==> src/rtl/wavegen_pkg.sv <==
// Shared definitions for the parametrised waveform generator.
//   func_e       : function-select encodings (any other 3-bit code mutes the output)
//   SAT_W        : working width of the saturating conversion helper
//   sat_unsigned : clamps an unsigned value to the largest value that fits in out_w bits
package wavegen_pkg;

    typedef enum logic [2:0] {
        FUNC_SAW    = 3'b000,
        FUNC_SQUARE = 3'b001,
        FUNC_RSAW   = 3'b010,
        FUNC_TRI    = 3'b011
    } func_e;

    // Raw samples are PHASE_W+2 bits wide, so PHASE_W must stay below 31.
    localparam int SAT_W = 32;

    function automatic logic [SAT_W-1:0] sat_unsigned(input logic [SAT_W-1:0] v,
                                                      input int unsigned       out_w);
        logic [SAT_W-1:0] maxv;
        maxv = (out_w >= SAT_W) ? '1 : ((SAT_W'(1) << out_w) - SAT_W'(1));
        return (v > maxv) ? maxv : v;
    endfunction

endpackage

==> src/rtl/waveform_generator_param_if.sv <==
// Control/sample bundle between the function-select front end and the generator.
//   en           : advance phase (0 freezes the generator)
//   func         : requested function code
//   half_period  : requested half-period H (cycles per half = max(H,1)+1)
//   cfg_load     : one-cycle strobe capturing func/half_period into the shadow
//   cfg_pending  : shadow captured but not yet active
//   period_start : one-cycle pulse after each period end
//   wave_out     : registered output sample
// master = front end, slave = generator.
interface waveform_generator_param_if #(
    parameter int DATA_W  = 8,
    parameter int PHASE_W = 8
);
    logic               en;
    logic [2:0]         func;
    logic [PHASE_W-1:0] half_period;
    logic               cfg_load;
    logic               cfg_pending;
    logic               period_start;
    logic [DATA_W-1:0]  wave_out;

    modport master (
        output en, func, half_period, cfg_load,
        input  cfg_pending, period_start, wave_out
    );

    modport slave (
        input  en, func, half_period, cfg_load,
        output cfg_pending, period_start, wave_out
    );
endinterface

==> src/rtl/wavegen_phase_ctr.sv <==
// Phase counter for the waveform generator: phase ph walks 0..Heff in each half,
// seg selects the half, and period_end flags the enabled edge closing a period.
//   clk, rst_n : clock, async active-low reset
//   en         : advance phase when high, hold otherwise
//   half       : active half-period H (0 is treated as 1)
//   ph, seg    : current phase and segment
//   heff       : clamped half-period max(H,1)
//   period_end : high when the next enabled edge ends the period
//
// seg | meaning
// ----+--------------------------
//  0  | first half of the period
//  1  | second half of the period
module wavegen_phase_ctr
    import wavegen_pkg::*;
#(
    parameter int PHASE_W = 8
) (
    input  logic               clk,
    input  logic               rst_n,
    input  logic               en,
    input  logic [PHASE_W-1:0] half,
    output logic [PHASE_W-1:0] ph,
    output logic [PHASE_W-1:0] heff,
    output logic               seg,
    output logic               period_end
);

    logic at_top;

    assign heff       = (half == '0) ? PHASE_W'(1) : half;
    assign at_top     = (ph == heff);
    assign period_end = en & at_top & seg;

    always_ff @(posedge clk or negedge rst_n) begin
        if (!rst_n) begin
            ph  <= '0;
            seg <= 1'b0;
        end else if (en) begin
            if (at_top) begin
                ph  <= '0;
                seg <= ~seg;
            end else begin
                ph <= ph + 1'b1;
            end
        end
    end

endmodule

==> src/rtl/waveform_generator_param.sv <==
// Programmable waveform generator: square, triangle, sawtooth and reverse sawtooth
// samples with a double-buffered func/half-period that switches only at period ends.
//   clk, rst_n : clock, async active-low reset
//   bus        : slave side of waveform_generator_param_if (controls, strobe, sample)
module waveform_generator_param
    import wavegen_pkg::*;
#(
    parameter int         DATA_W     = 8,
    parameter int         PHASE_W    = 8,
    parameter int         RESET_HALF = 127,
    parameter logic [2:0] RESET_FUNC = 3'b001
) (
    input logic                       clk,
    input logic                       rst_n,
    waveform_generator_param_if.slave bus
);

    localparam int VW = PHASE_W + 2;

    logic [2:0]         active_func, shadow_func;
    logic [PHASE_W-1:0] active_half, shadow_half;
    logic               pending_q, start_q;
    logic [DATA_W-1:0]  wave_q;

    logic [PHASE_W-1:0] ph, heff;
    logic               seg, period_end;

    logic [VW-1:0]      ph_w, heff_w, lin, v;
    logic [DATA_W-1:0]  sample;

    wavegen_phase_ctr #(.PHASE_W(PHASE_W)) u_phase (
        .clk        (clk),
        .rst_n      (rst_n),
        .en         (bus.en),
        .half       (active_half),
        .ph         (ph),
        .heff       (heff),
        .seg        (seg),
        .period_end (period_end)
    );

    // lin is the position within the full period, the common base of both saw shapes.
    always_comb begin
        ph_w   = VW'(ph);
        heff_w = VW'(heff);
        lin    = (seg ? heff_w + VW'(1) : '0) + ph_w;
        v      = '0;
        case (active_func)
            FUNC_SAW:  v = lin;
            FUNC_RSAW: v = (heff_w << 1) + VW'(1) - lin;
            FUNC_TRI:  v = seg ? (heff_w - ph_w) : ph_w;
            default:   v = '0;
        endcase
        sample = DATA_W'(sat_unsigned(SAT_W'(v), DATA_W));
        // Square is full scale regardless of phase width, so it bypasses the clamp.
        if (active_func == FUNC_SQUARE) sample = {DATA_W{seg}};
    end

    // The apply at period end reads the shadow before a same-cycle cfg_load lands,
    // and the later cfg_pending assignment keeps the new shadow marked pending.
    always_ff @(posedge clk or negedge rst_n) begin
        if (!rst_n) begin
            active_func <= RESET_FUNC;
            active_half <= PHASE_W'(RESET_HALF);
            shadow_func <= RESET_FUNC;
            shadow_half <= PHASE_W'(RESET_HALF);
            pending_q   <= 1'b0;
            start_q     <= 1'b0;
            wave_q      <= '0;
        end else begin
            if (period_end && pending_q) begin
                active_func <= shadow_func;
                active_half <= shadow_half;
                pending_q   <= 1'b0;
            end
            if (bus.cfg_load) begin
                shadow_func <= bus.func;
                shadow_half <= bus.half_period;
                pending_q   <= 1'b1;
            end
            if (bus.en) begin
                start_q <= period_end;
                wave_q  <= sample;
            end else begin
                start_q <= 1'b0;
            end
        end
    end

    assign bus.cfg_pending  = pending_q;
    assign bus.period_start = start_q;
    assign bus.wave_out     = wave_q;

endmodule

==> src/flat_wrapper.sv <==
// flat-port wrapper written by rule: the top's interface ports become plain ports
module waveform_generator_param_flat import wavegen_pkg::*;
#(
    parameter int         DATA_W     = 8,
    parameter int         PHASE_W    = 8,
    parameter int         RESET_HALF = 127,
    parameter logic [2:0] RESET_FUNC = 3'b001
)
  (clk, rst_n, bus_en, bus_func, bus_half_period, bus_cfg_load, bus_cfg_pending, bus_period_start, bus_wave_out);
  waveform_generator_param_if #(.DATA_W(DATA_W), .PHASE_W(PHASE_W)) bus_i ();
  input logic clk;
  input logic rst_n;
  input wire logic [$bits(bus_i.en)-1:0] bus_en;
  input wire logic [$bits(bus_i.func)-1:0] bus_func;
  input wire logic [$bits(bus_i.half_period)-1:0] bus_half_period;
  input wire logic [$bits(bus_i.cfg_load)-1:0] bus_cfg_load;
  output wire logic [$bits(bus_i.cfg_pending)-1:0] bus_cfg_pending;
  output wire logic [$bits(bus_i.period_start)-1:0] bus_period_start;
  output wire logic [$bits(bus_i.wave_out)-1:0] bus_wave_out;
  assign bus_i.en = bus_en;
  assign bus_i.func = bus_func;
  assign bus_i.half_period = bus_half_period;
  assign bus_i.cfg_load = bus_cfg_load;
  assign bus_cfg_pending = bus_i.cfg_pending;
  assign bus_period_start = bus_i.period_start;
  assign bus_wave_out = bus_i.wave_out;
  waveform_generator_param #(.DATA_W(DATA_W), .PHASE_W(PHASE_W), .RESET_HALF(RESET_HALF), .RESET_FUNC(RESET_FUNC)) u_core (.clk(clk), .rst_n(rst_n), .bus(bus_i));
endmodule
==> config.mk <==
export PLATFORM = sky130hd
export DESIGN_NAME = waveform_generator_param_flat
export DESIGN_NICKNAME = d
export VERILOG_FILES = /design/src/rtl/wavegen_pkg.sv /design/src/rtl/waveform_generator_param_if.sv /design/src/rtl/wavegen_phase_ctr.sv /design/src/rtl/waveform_generator_param.sv /design/src/flat_wrapper.sv
export SDC_FILE = /design/constraint.sdc
export NUM_CORES = 1
export LEC_CHECK = 0
export CAP_MARGIN = 10
export CORE_UTILIZATION = 55
export DETAILED_ROUTE_END_ITERATION = 12
export DONT_BUFFER_PORTS = 1
export GPL_TIMING_DRIVEN = 0
export HOLD_SLACK_MARGIN = 0.02
export PLACE_DENSITY = 0.74
export SETUP_SLACK_MARGIN = 0.05
export SYNTH_ARGS = -nofsm -noshare
export SYNTH_HDL_FRONTEND = slang
export SYNTH_SLANG_ARGS = --single-unit
==> constraint.sdc <==
create_clock -name clk -period 5.5 [get_ports clk]
set_input_delay 1.1 -clock clk [delete_from_list [all_inputs] [get_ports clk]]
set_output_delay 1.1 -clock clk [all_outputs]
set_load 0.01 [all_outputs]
======== Word level (Yosys, flattened, before mapping) ========
Cells that the tools add are included.
W data, S select, Z words.
word-level totals
  register bits after elaboration ......... 41
  input bits .............................. 15
  output and inout port bits .............. 10
  word-level logic and storage cells ...... 38
operators by class
  $add $sub $neg .......................... 6
  order comparisons ....................... 1
  eq/ne operators ......................... 4
  multiplexer cells ....................... 10
  bitwise operators ....................... 3
  reduce and logical (&&, ||, !) cells .... 5
operator list
  cell                    number
  $mux W8                 4
  $pmux W10 S3            1
  $mux W10                2
  $add A10 B8 Y10         1
  $add A9 B1 Y10 const B  1
  $gt A10 B8 Y1 const B   1
  $sub A10 B10 Y10        1
  $add A8 B1 Y9 const B   1
  $sub A8 B8 Y9           1
  $add A8 B1 Y8 const B   1
  $eq A8 B8 Y1            1
  $logic_not A8 Y1        1
  $eq A3 B2 Y1 const B    2
  $eq A3 B1 Y1 const B    1
  $logic_not A3 Y1        1
  $mux W1                 3
  $and A1 B1 Y1           2
  $reduce_and A2 Y1       1
  $reduce_bool A2 Y1      1
  $logic_and A1 B1 Y1     1
  $not A1 Y1              1

======== Depth between registers and ports, before layout ========
Gate-level depths: netlist of run 1.
  depth in word-level cells ............... 10
  gate-level depth with buffers ........... 21
  mapped depth without buffers ............ 21

======== Hierarchy ========
Synthesis of run 1 repeated with hierarchy kept, for this count alone.
second synthesis, totals
  cell total of the unflattened synthesis .. 368
  area, all modules ....................... 3,463.3 µm²
modules (own cells, without submodules)
  module                    times used  cells each  area each (µm²)  sequential area each (µm²)
  waveform_generator_param  1           306         2,886.5          820.8
  wavegen_phase_ctr         1           62          576.8            225.2

======== Least setup slack after synthesis of run 1 ========
No wires, ideal clock.
  path kind ............................... reg-to-reg
  start point ............................. reg u_core.active_half[1]
  end point ............................... reg u_core.wave_q[7] (netlist: u_core.bus.wave_out[7])
  library setup time ...................... 0.144 ns
  arrival time ............................ 3.836 ns
  data required time ...................... 5.356 ns
  slack ................................... 1.520 ns
  stages on the path, launching flop included .. 19
  buffers on the path ..................... 0
  period minus slack after synthesis ...... 3.980 ns
  cells stage by stage .................... dfstp_2 nor3_1 a21o_1 o211a_1 ha_1 a211oi_1 nor2_1 o21ai_0 nand2b_1 xnor2_1 ha_1 ha_1 o21ai_0 a21oi_1 o21a_1 nor3_1 and3b_2 a211oi_4 a41oi_1
between the ends
  longest elaborated chain between the ends .. 10
  elaborated cells on any way between the ends .. 13
  classes of those cells .................. add/sub (5); order compare (1); mux (6); reduce/logical (1)
ends and longest elaborated chain
  element                   line                            text
  start: declaration        waveform_generator_param.sv:21  logic [PHASE_W-1:0] active_half, shadow_half;
  start signal: assignment  waveform_generator_param.sv:64  active_half <= PHASE_W'(RESET_HALF);
  start signal: assignment  waveform_generator_param.sv:73  active_half <= shadow_half;
  $logic_not A8 Y1          wavegen_phase_ctr.sv:31         assign heff = (half == '0) ? PHASE_W'(1) : half;
  $mux W8 (*)               wavegen_phase_ctr.sv:31
  $add A8 B1 Y9             waveform_generator_param.sv:46  lin = (seg ? heff_w + VW'(1) : '0) + ph_w;
  $mux W10                  waveform_generator_param.sv:46
  $add A10 B8 Y10           waveform_generator_param.sv:46
  $sub A10 B10 Y10          waveform_generator_param.sv:50  FUNC_RSAW: v = (heff_w << 1) + VW'(1) - lin;
  $pmux W10 S3 (*)          waveform_generator_param.sv:48  case (active_func)
  $gt A10 B8 Y1             wavegen_pkg.sv:21               return (v > maxv) ? maxv : v;
  $mux W8 (*)               wavegen_pkg.sv:21
  $mux W8 (*)               waveform_generator_param.sv:56  if (active_func == FUNC_SQUARE) sample = {DATA_W{seg}};
  end signal: assignment    waveform_generator_param.sv:83  wave_q <= sample;
  end: declaration          waveform_generator_param.sv:23  logic [DATA_W-1:0] wave_q;
Every way passes the cells marked *; elsewhere a longest branch is shown, timed or not.
A chain may end at the register's enable or synchronous reset.

======== Final worst setup path of run 1 ========
  start point ............................. reg u_core.active_half[2]
  end point ............................... reg u_core.wave_q[7] (netlist: u_core.bus.wave_out[7])
The elaborated chain is that of the path after synthesis.

==> results of run 1 <==
==> metal layers <==
metal | vias up | GRT usage, % | part of all wire [%]
li1 | 1290 | - | -
met1 | 1206 | 35.63 | 48
met4 | 0 | 4.000 | 0.40
met5 | - | 0 | 0
met3 | 4 | 3.314 | 5.2
met2 | 65 | 42.74 | 46
==> kinds of logic (layout without fill, tap and decap cells) <==
| family | after synthesis | count (layout) | share of synthesized area (%) |
|---|---|---|---|
| adders and majority gates | 35 | 35 | 13.90 |
| buffers and inverters | 39 | 47 | 5.287 |
| muxes | 27 | 27 | 9.026 |
| xor gates and xnor gates | 22 | 22 | 5.816 |
| and+or+nand+nor | 108 | 108 | 16.58 |
| AOI/OAI and AO/OA | 87 | 87 | 17.83 |
| DFF | 41 | 41 | 31.57 |
==> worst max-delay path by stage <==
stage	to	slack (ns)	cells after the start	from
after global routing	u_core.bus.wave_out[7]	0.57	18	u_core.active_half[2]
after CTS	u_core.bus.wave_out[7]	0.93	18	u_core.active_half[2]
final	u_core.bus.wave_out[7]	0.92	18	u_core.active_half[2]
after floorplan	u_core.bus.wave_out[7]	1.52	18	u_core.active_half[1]
after detailed placement	u_core.bus.wave_out[7]	1.0	18	u_core.active_half[2]
after global placement	u_core.bus.wave_out[7]	1.04	18	u_core.active_half[2]
==> power groups by stage <==
stage	combinational, uW	sequential (uW)	clock [uW]
after CTS	571	428	225
after global routing	653	437	239
after global placement	555	431	0
final	575	428	224
after detailed placement	561	433	0
after floorplan	460	416	0
==> through the flow <==
step / power, uW / utilization (%)
floorplan: 875.4 / -
global placement: 985.3 / 60.32
detailed placement: 993.3 / 60.32
CTS: 1224 / 62.14
global route: 1330 / 62.14
finish: 1226 / 62.14
==> sequential cells by signal, indices dropped and copies added, names as in the netlist <==
register	count
u_core.active_half	8
u_core.bus.wave_out	8
u_core.shadow_half	8
u_core.u_phase.ph	8
u_core.active_func	3
u_core.shadow_func	3
u_core.bus.cfg_pending	1
u_core.bus.period_start	1
u_core.u_phase.seg	1
==> layout make-up <==
type                            count  area (um2)
Buffer                             17       92.59
Clock buffer                        7       97.59
Clock inverter                      1       5.005
Fill cell                         466        2136
Inverter                           22       82.58
Multi-Input combinational cell    279        2092
Sequential cell                    41        1046
Tap cell                           72       90.09
==> worst max-delay path: stages (launching register included) <==
cell	delay, ns
dfstp_2	0.65
nor3_1	0.07
a21o_1	0.23
o211a_1	0.24
ha_1	0.30
a211oi_1	0.36
nor2_1	0.11
o21ai_0	0.29
nand2b_1	0.11
xnor2_1	0.14
ha_1	0.29
ha_1	0.34
o21ai_0	0.16
a21oi_1	0.09
o21a_1	0.20
nor3_1	0.12
and3b_2	0.24
a211oi_4	0.34
a41oi_1	0.16
==> cells in the final DEF, fill, tap and decap left out, drive strengths merged, types with 4 or more instances in the layout <==
| master | n |
|---|---|
| a211oi | 6 |
| a21o | 7 |
| a21oi | 13 |
| a31oi | 8 |
| clkbuf | 20 |
| dfrtp | 25 |
| dfstp | 16 |
| ha | 32 |
| inv | 22 |
| mux2 | 23 |
| mux2i | 4 |
| nand2 | 20 |
| nand2b | 6 |
| nand3 | 8 |
| nand4 | 5 |
| nor2 | 43 |
| nor2b | 6 |
| nor3 | 9 |
| o21a | 5 |
| o21ai | 24 |
| o21bai | 5 |
| o31a | 4 |
| xnor2 | 16 |
| xor2 | 6 |
==> flow_summary.ini, run 1 <==
[synthesis]
ys_seq_elements = 41
yosysTopAreaCellShare_pct = 18.88
synth-edff-count = 0
synthArstFlopShare_pct = 100.0
synthTopCellsByCount = nor2_1 (43), ha_1 (32), dfrtp_1 (25)
avgSynthCellArea_um2 = 9.229
post-synth-top-area-cell = dfrtp_1
synth.most_common_cell = nor2_1
ys.flop_type = dfrtp_1
syn_inst = 359
synth_area_leaders = dfrtp_1 (19%), dfstp_2 (13%), ha_1 (12%), mux2_2 (7.8%), nor2_1 (4.9%)
syn_nets = 409
synth_area_um2 = 3313
ys_warn_count = 0
seq_area_frac_synth_pct = 31.57
synth.distinct_cells = 56

[clocking]
cts_hold_repair.buffers = 0
cts_tree = done
cts_buffer_depth = 2
cts.repair.resized = 0
post-cts-setup-buffer-count = 0
clockRootBuffer = clkbuf_8
htreeDepth = 2
path_clk_slew_ns = 0.09
cts_buffers = 5
insertion_delay_ns = 0.30
numClockSinks = 41

[timing]
setup_tns_ns = 0
fin_crit_sh_pct = 83.21
maxSlewHeadroom_pct = 60.44
max_freq_mhz = 218.5
worst_pin_slew_ns = 0.5935
final_hold_viol_count = 0
holdWs_ns = 0.4887
fin_ws_ns = 0.9232
drv_slew = 0
fin_crit_ns = 4.577
rsz0062_at_grt = false
setup_viol = 0
clock_skew_ns = 0.01222

[floorplan]
start_util_pct = 58.73
rows = 27
die-area_um2 = 6339
die_h_um = 79.62
die_x_um = 79.62
io-pin-count = 25
core_area_um2 = 5642

[worst_hold_path]
hold_path.class = input pin to asynchronous set/reset pin

[job]
cap_violations = 0

[placement]
dp_worst_setup_slack_ns = 0.9996
dpl.hpwl_um = 5774
portBuffers = 0
place_congestion = 0.8786
dpl_cell_area_um2 = 3403
placed_cells = 431

[route]
drc_errors = 0
via_per_inst = 5.843
routed_wl_um = 7418
antenna_left = 0
drt_iter0_drc = 137
wl_per_cell_um = 16.90
dr_total_vias = 2565
drt_first_pass_iters = 4

[layout]
diodes = 0
syn_to_final_growth_pct = 5.816
layoutNonFillerInstCount = 439
final_cell_area_um2 = 3506
drive_gt1_share_pct = 17.71
nNetsFinal = 416

[grt]
grt_overflow = 0
grt_max_degree = 42
grt_pass1_wl_um = 12360
antenna_found_initial = 0
track_usage_pct = 25.56
grt_pass1_vias = 2554

[critical_path]
startpoint_type = flop
cp_max_fo = 8
cp.required_ns = 5.66
r2r_setup_slack_ns = 0.92
path_class = flop to flop
arrival_ns = 4.74
r2r_start = u_core.active_half[2]
end_kind = flop
reg2regPathDepth = 18
r2r-end = u_core.bus.wave_out[7]

[power_and_ir_drop]
powerDensity_nw_per_um2 = 349.7
p_clk_share_pct = 18.2
power.net_switching_uw = 484.1
power_frac_comb_pct = 46.9
leakage_uw = 0.001542
power_frac_seq_pct = 34.9
vdd_drop_max_v = 0.0002173
internal_power_uw = 742.0
swShare_pct = 39.48

[outcome]
status = finished clean
Note: power is estimated with default switching activity, not from simulation.
==> run 2: changes to the inputs <==
- PLACE_DENSITY: 0.74 -> 0.77
- clock period: 5.5 -> 4.1 ns (I/O delays scaled with it)
==> run 2 against run 1 <==
  * Cell count up 5.0%
  * Critical path depth up 3
  * Highest routed layer unchanged
  * Total power up 57%
  * Non-clock buffer count up 22
  * Final area up 12%
  * Register-to-register slack worse by 1.0 ns
  * Hold slack worse by 0.28 ns
  * Combinational power up 73%
  * The flow now finishes with violations (negative setup slack)
==> flow_summary.ini, run 2 (synthesis gave the netlist of run 1 again) <==
[power_and_ir_drop]
p_clk_share_pct = 18.1
leakage_uw = 0.001691
p_total_uw = 1921
vdd_drop_max_v = 0.0003348
internal_power_uw = 1163
power_frac_seq_pct = 30.1
powerDensity_nw_per_um2 = 488.5
power.net_switching_uw = 758.3
swShare_pct = 39.48
power_frac_comb_pct = 51.8

[grt]
antenna_found_initial = 0
grt_overflow = 0
track_usage_pct = 29.41
grt_pass1_wl_um = 13990
grt_pass1_vias = 2827
grt_max_degree = 42

[layout]
layoutNonFillerInstCount = 461
layout_commonest_cell = nor2_1
nNetsFinal = 438
syn_to_final_growth_pct = 18.69
fillers = 405
drive_gt1_share_pct = 31.36
final_cell_mix = nor2_1 (41), dfrtp_1 (24), mux2_2 (23), ha_1 (23), buf_4 (21)
diodes = 0

[route]
drt_first_pass_iters = 5
wl_per_cell_um = 19.62
routed_wl_um = 9044
highest_layer = met4
drt-met1-wl_um = 3889
drc_errors = 0
antenna_left = 0
wl_met2_um = 4419
routed-wl-met3_um = 534
dr_total_vias = 2888
drt_iter0_drc = 244
via_per_inst = 6.265

[placement]
dpl.hpwl_um = 6051
place_congestion = 0.9056
portBuffers = 0
placed_cells = 431
dp_worst_setup_slack_ns = -0.4605

[outcome]
status = finished with violations
violations = negative setup slack

[timing]
drv_slew = 0
worst_pin_slew_ns = 0.6111
fin_ws_ns = -0.1111
final_hold_viol_count = 0
fin_crit_ns = 4.211
rsz0062_at_grt = true
maxSlewHeadroom_pct = 59.26
setup_viol = 8
setup_tns_ns = -0.5620
fin_crit_sh_pct = 102.7
clock_skew_ns = 0.007040
holdWs_ns = 0.2088
max_freq_mhz = 237.5

[critical_path]
arrival_ns = 4.42
cp.required_ns = 4.31
end_kind = flop
r2r-end = u_core.bus.wave_out[0]
r2r_start = u_core.active_half[6]
path_class = flop to flop
r2r_setup_slack_ns = -0.11
reg2regPathDepth = 21
startpoint_type = flop
cp_max_fo = 8

[floorplan]
die_h_um = 79.62
die_x_um = 79.62
start_util_pct = 58.73
die-area_um2 = 6339
io-pin-count = 25
rows = 27
core_area_um2 = 5642

[clocking]
path_clk_slew_ns = 0.08
cts_buffers = 5
numClockSinks = 41
cts_buffer_depth = 2
cts_tree = done
htreeDepth = 2
clockRootBuffer = clkbuf_8
insertion_delay_ns = 0.30

[worst_hold_path]
hold_path.class = input pin to asynchronous set/reset pin

[job]
cap_violations = 0
[run 2: layer usage]
layer,global-route usage (%),up-vias
met4,8.000,0
met3,4.914,24
met2,47.95,125
met5,0,-
met1,40.07,1410
li1,-,1329
[run 2: repair_timing]
| item | CTS | global route |
|---|---|---|
| pin swaps | 10 | 28 |
| endpoints found under the setup margin | 8 | 8 |
| hold buffers | 0 | 0 |
| setup buffers | 18 | 5 |
| gates resized for setup | 29 | 17 |
| endpoints found under the hold margin | 0 | 0 |
[run 2: final cells by class]
class	count	area [um2]	share of cell area, %
Inverter	22	86.33	2.195
Sequential cell	41	1047	26.63
Multi-Input combinational cell	279	2316	58.89
Buffer	16	88.84	2.259
Tap cell	72	90.09	2.291
Timing Repair Buffer	23	183.9	4.677
Clock inverter	2	37.54	0.9545
Clock buffer	6	82.58	2.100
[run 2: worst max path at each step]
stage | startpoint | to | depth (start not counted)
6_report | u_core.active_half[6] | u_core.bus.wave_out[0] | 21
5_1_grt | u_core.active_half[6] | u_core.bus.wave_out[5] | 21
4_1_cts | u_core.active_half[6] | u_core.bus.wave_out[7] | 19
3_5_place_dp | u_core.active_half[2] | u_core.bus.wave_out[7] | 18
3_3_place_gp | u_core.active_half[2] | u_core.bus.wave_out[7] | 18
2_1_floorplan | u_core.active_half[1] | u_core.bus.wave_out[7] | 18
[run 2: metrics by stage]
stage / cell area [um2] / util, %
2_1_floorplan: 3313 / -
3_3_place_gp: 3403 / 60.32
3_5_place_dp: 3403 / 60.32
4_1_cts: 3817 / 67.66
5_1_grt: 3933 / 69.71
6_report: 3933 / 69.71
[run 2: worst max-delay path, cell delays in order (launching register included)]
cell	delay [ns]
dfstp_2	0.41
nor4_4	0.26
a21o_1	0.23
nor2_1	0.08
ha_2	0.18
inv_2	0.05
fa_2	0.22
nor2b_4	0.04
o31a_1	0.32
o31a_1	0.32
o21ai_2	0.17
a21o_2	0.15
nand2_2	0.06
ha_4	0.22
ha_4	0.18
nor4_2	0.30
o21ai_1	0.11
nand2_1	0.14
xnor2_2	0.13
xnor2_1	0.16
nand2_2	0.16
a31oi_1	0.22
[run 2: power groups by stage]
| stage | sequential, uW | clock (uW) | combinational (uW) |
|---|---|---|---|
| 2_1_floorplan | 557 | 0 | 617 |
| 3_3_place_gp | 579 | 0 | 741 |
| 3_5_place_dp | 582 | 0 | 762 |
| 4_1_cts | 577 | 344 | 905 |
| 5_1_grt | 590 | 367 | 1090 |
| 6_report | 579 | 347 | 995 |
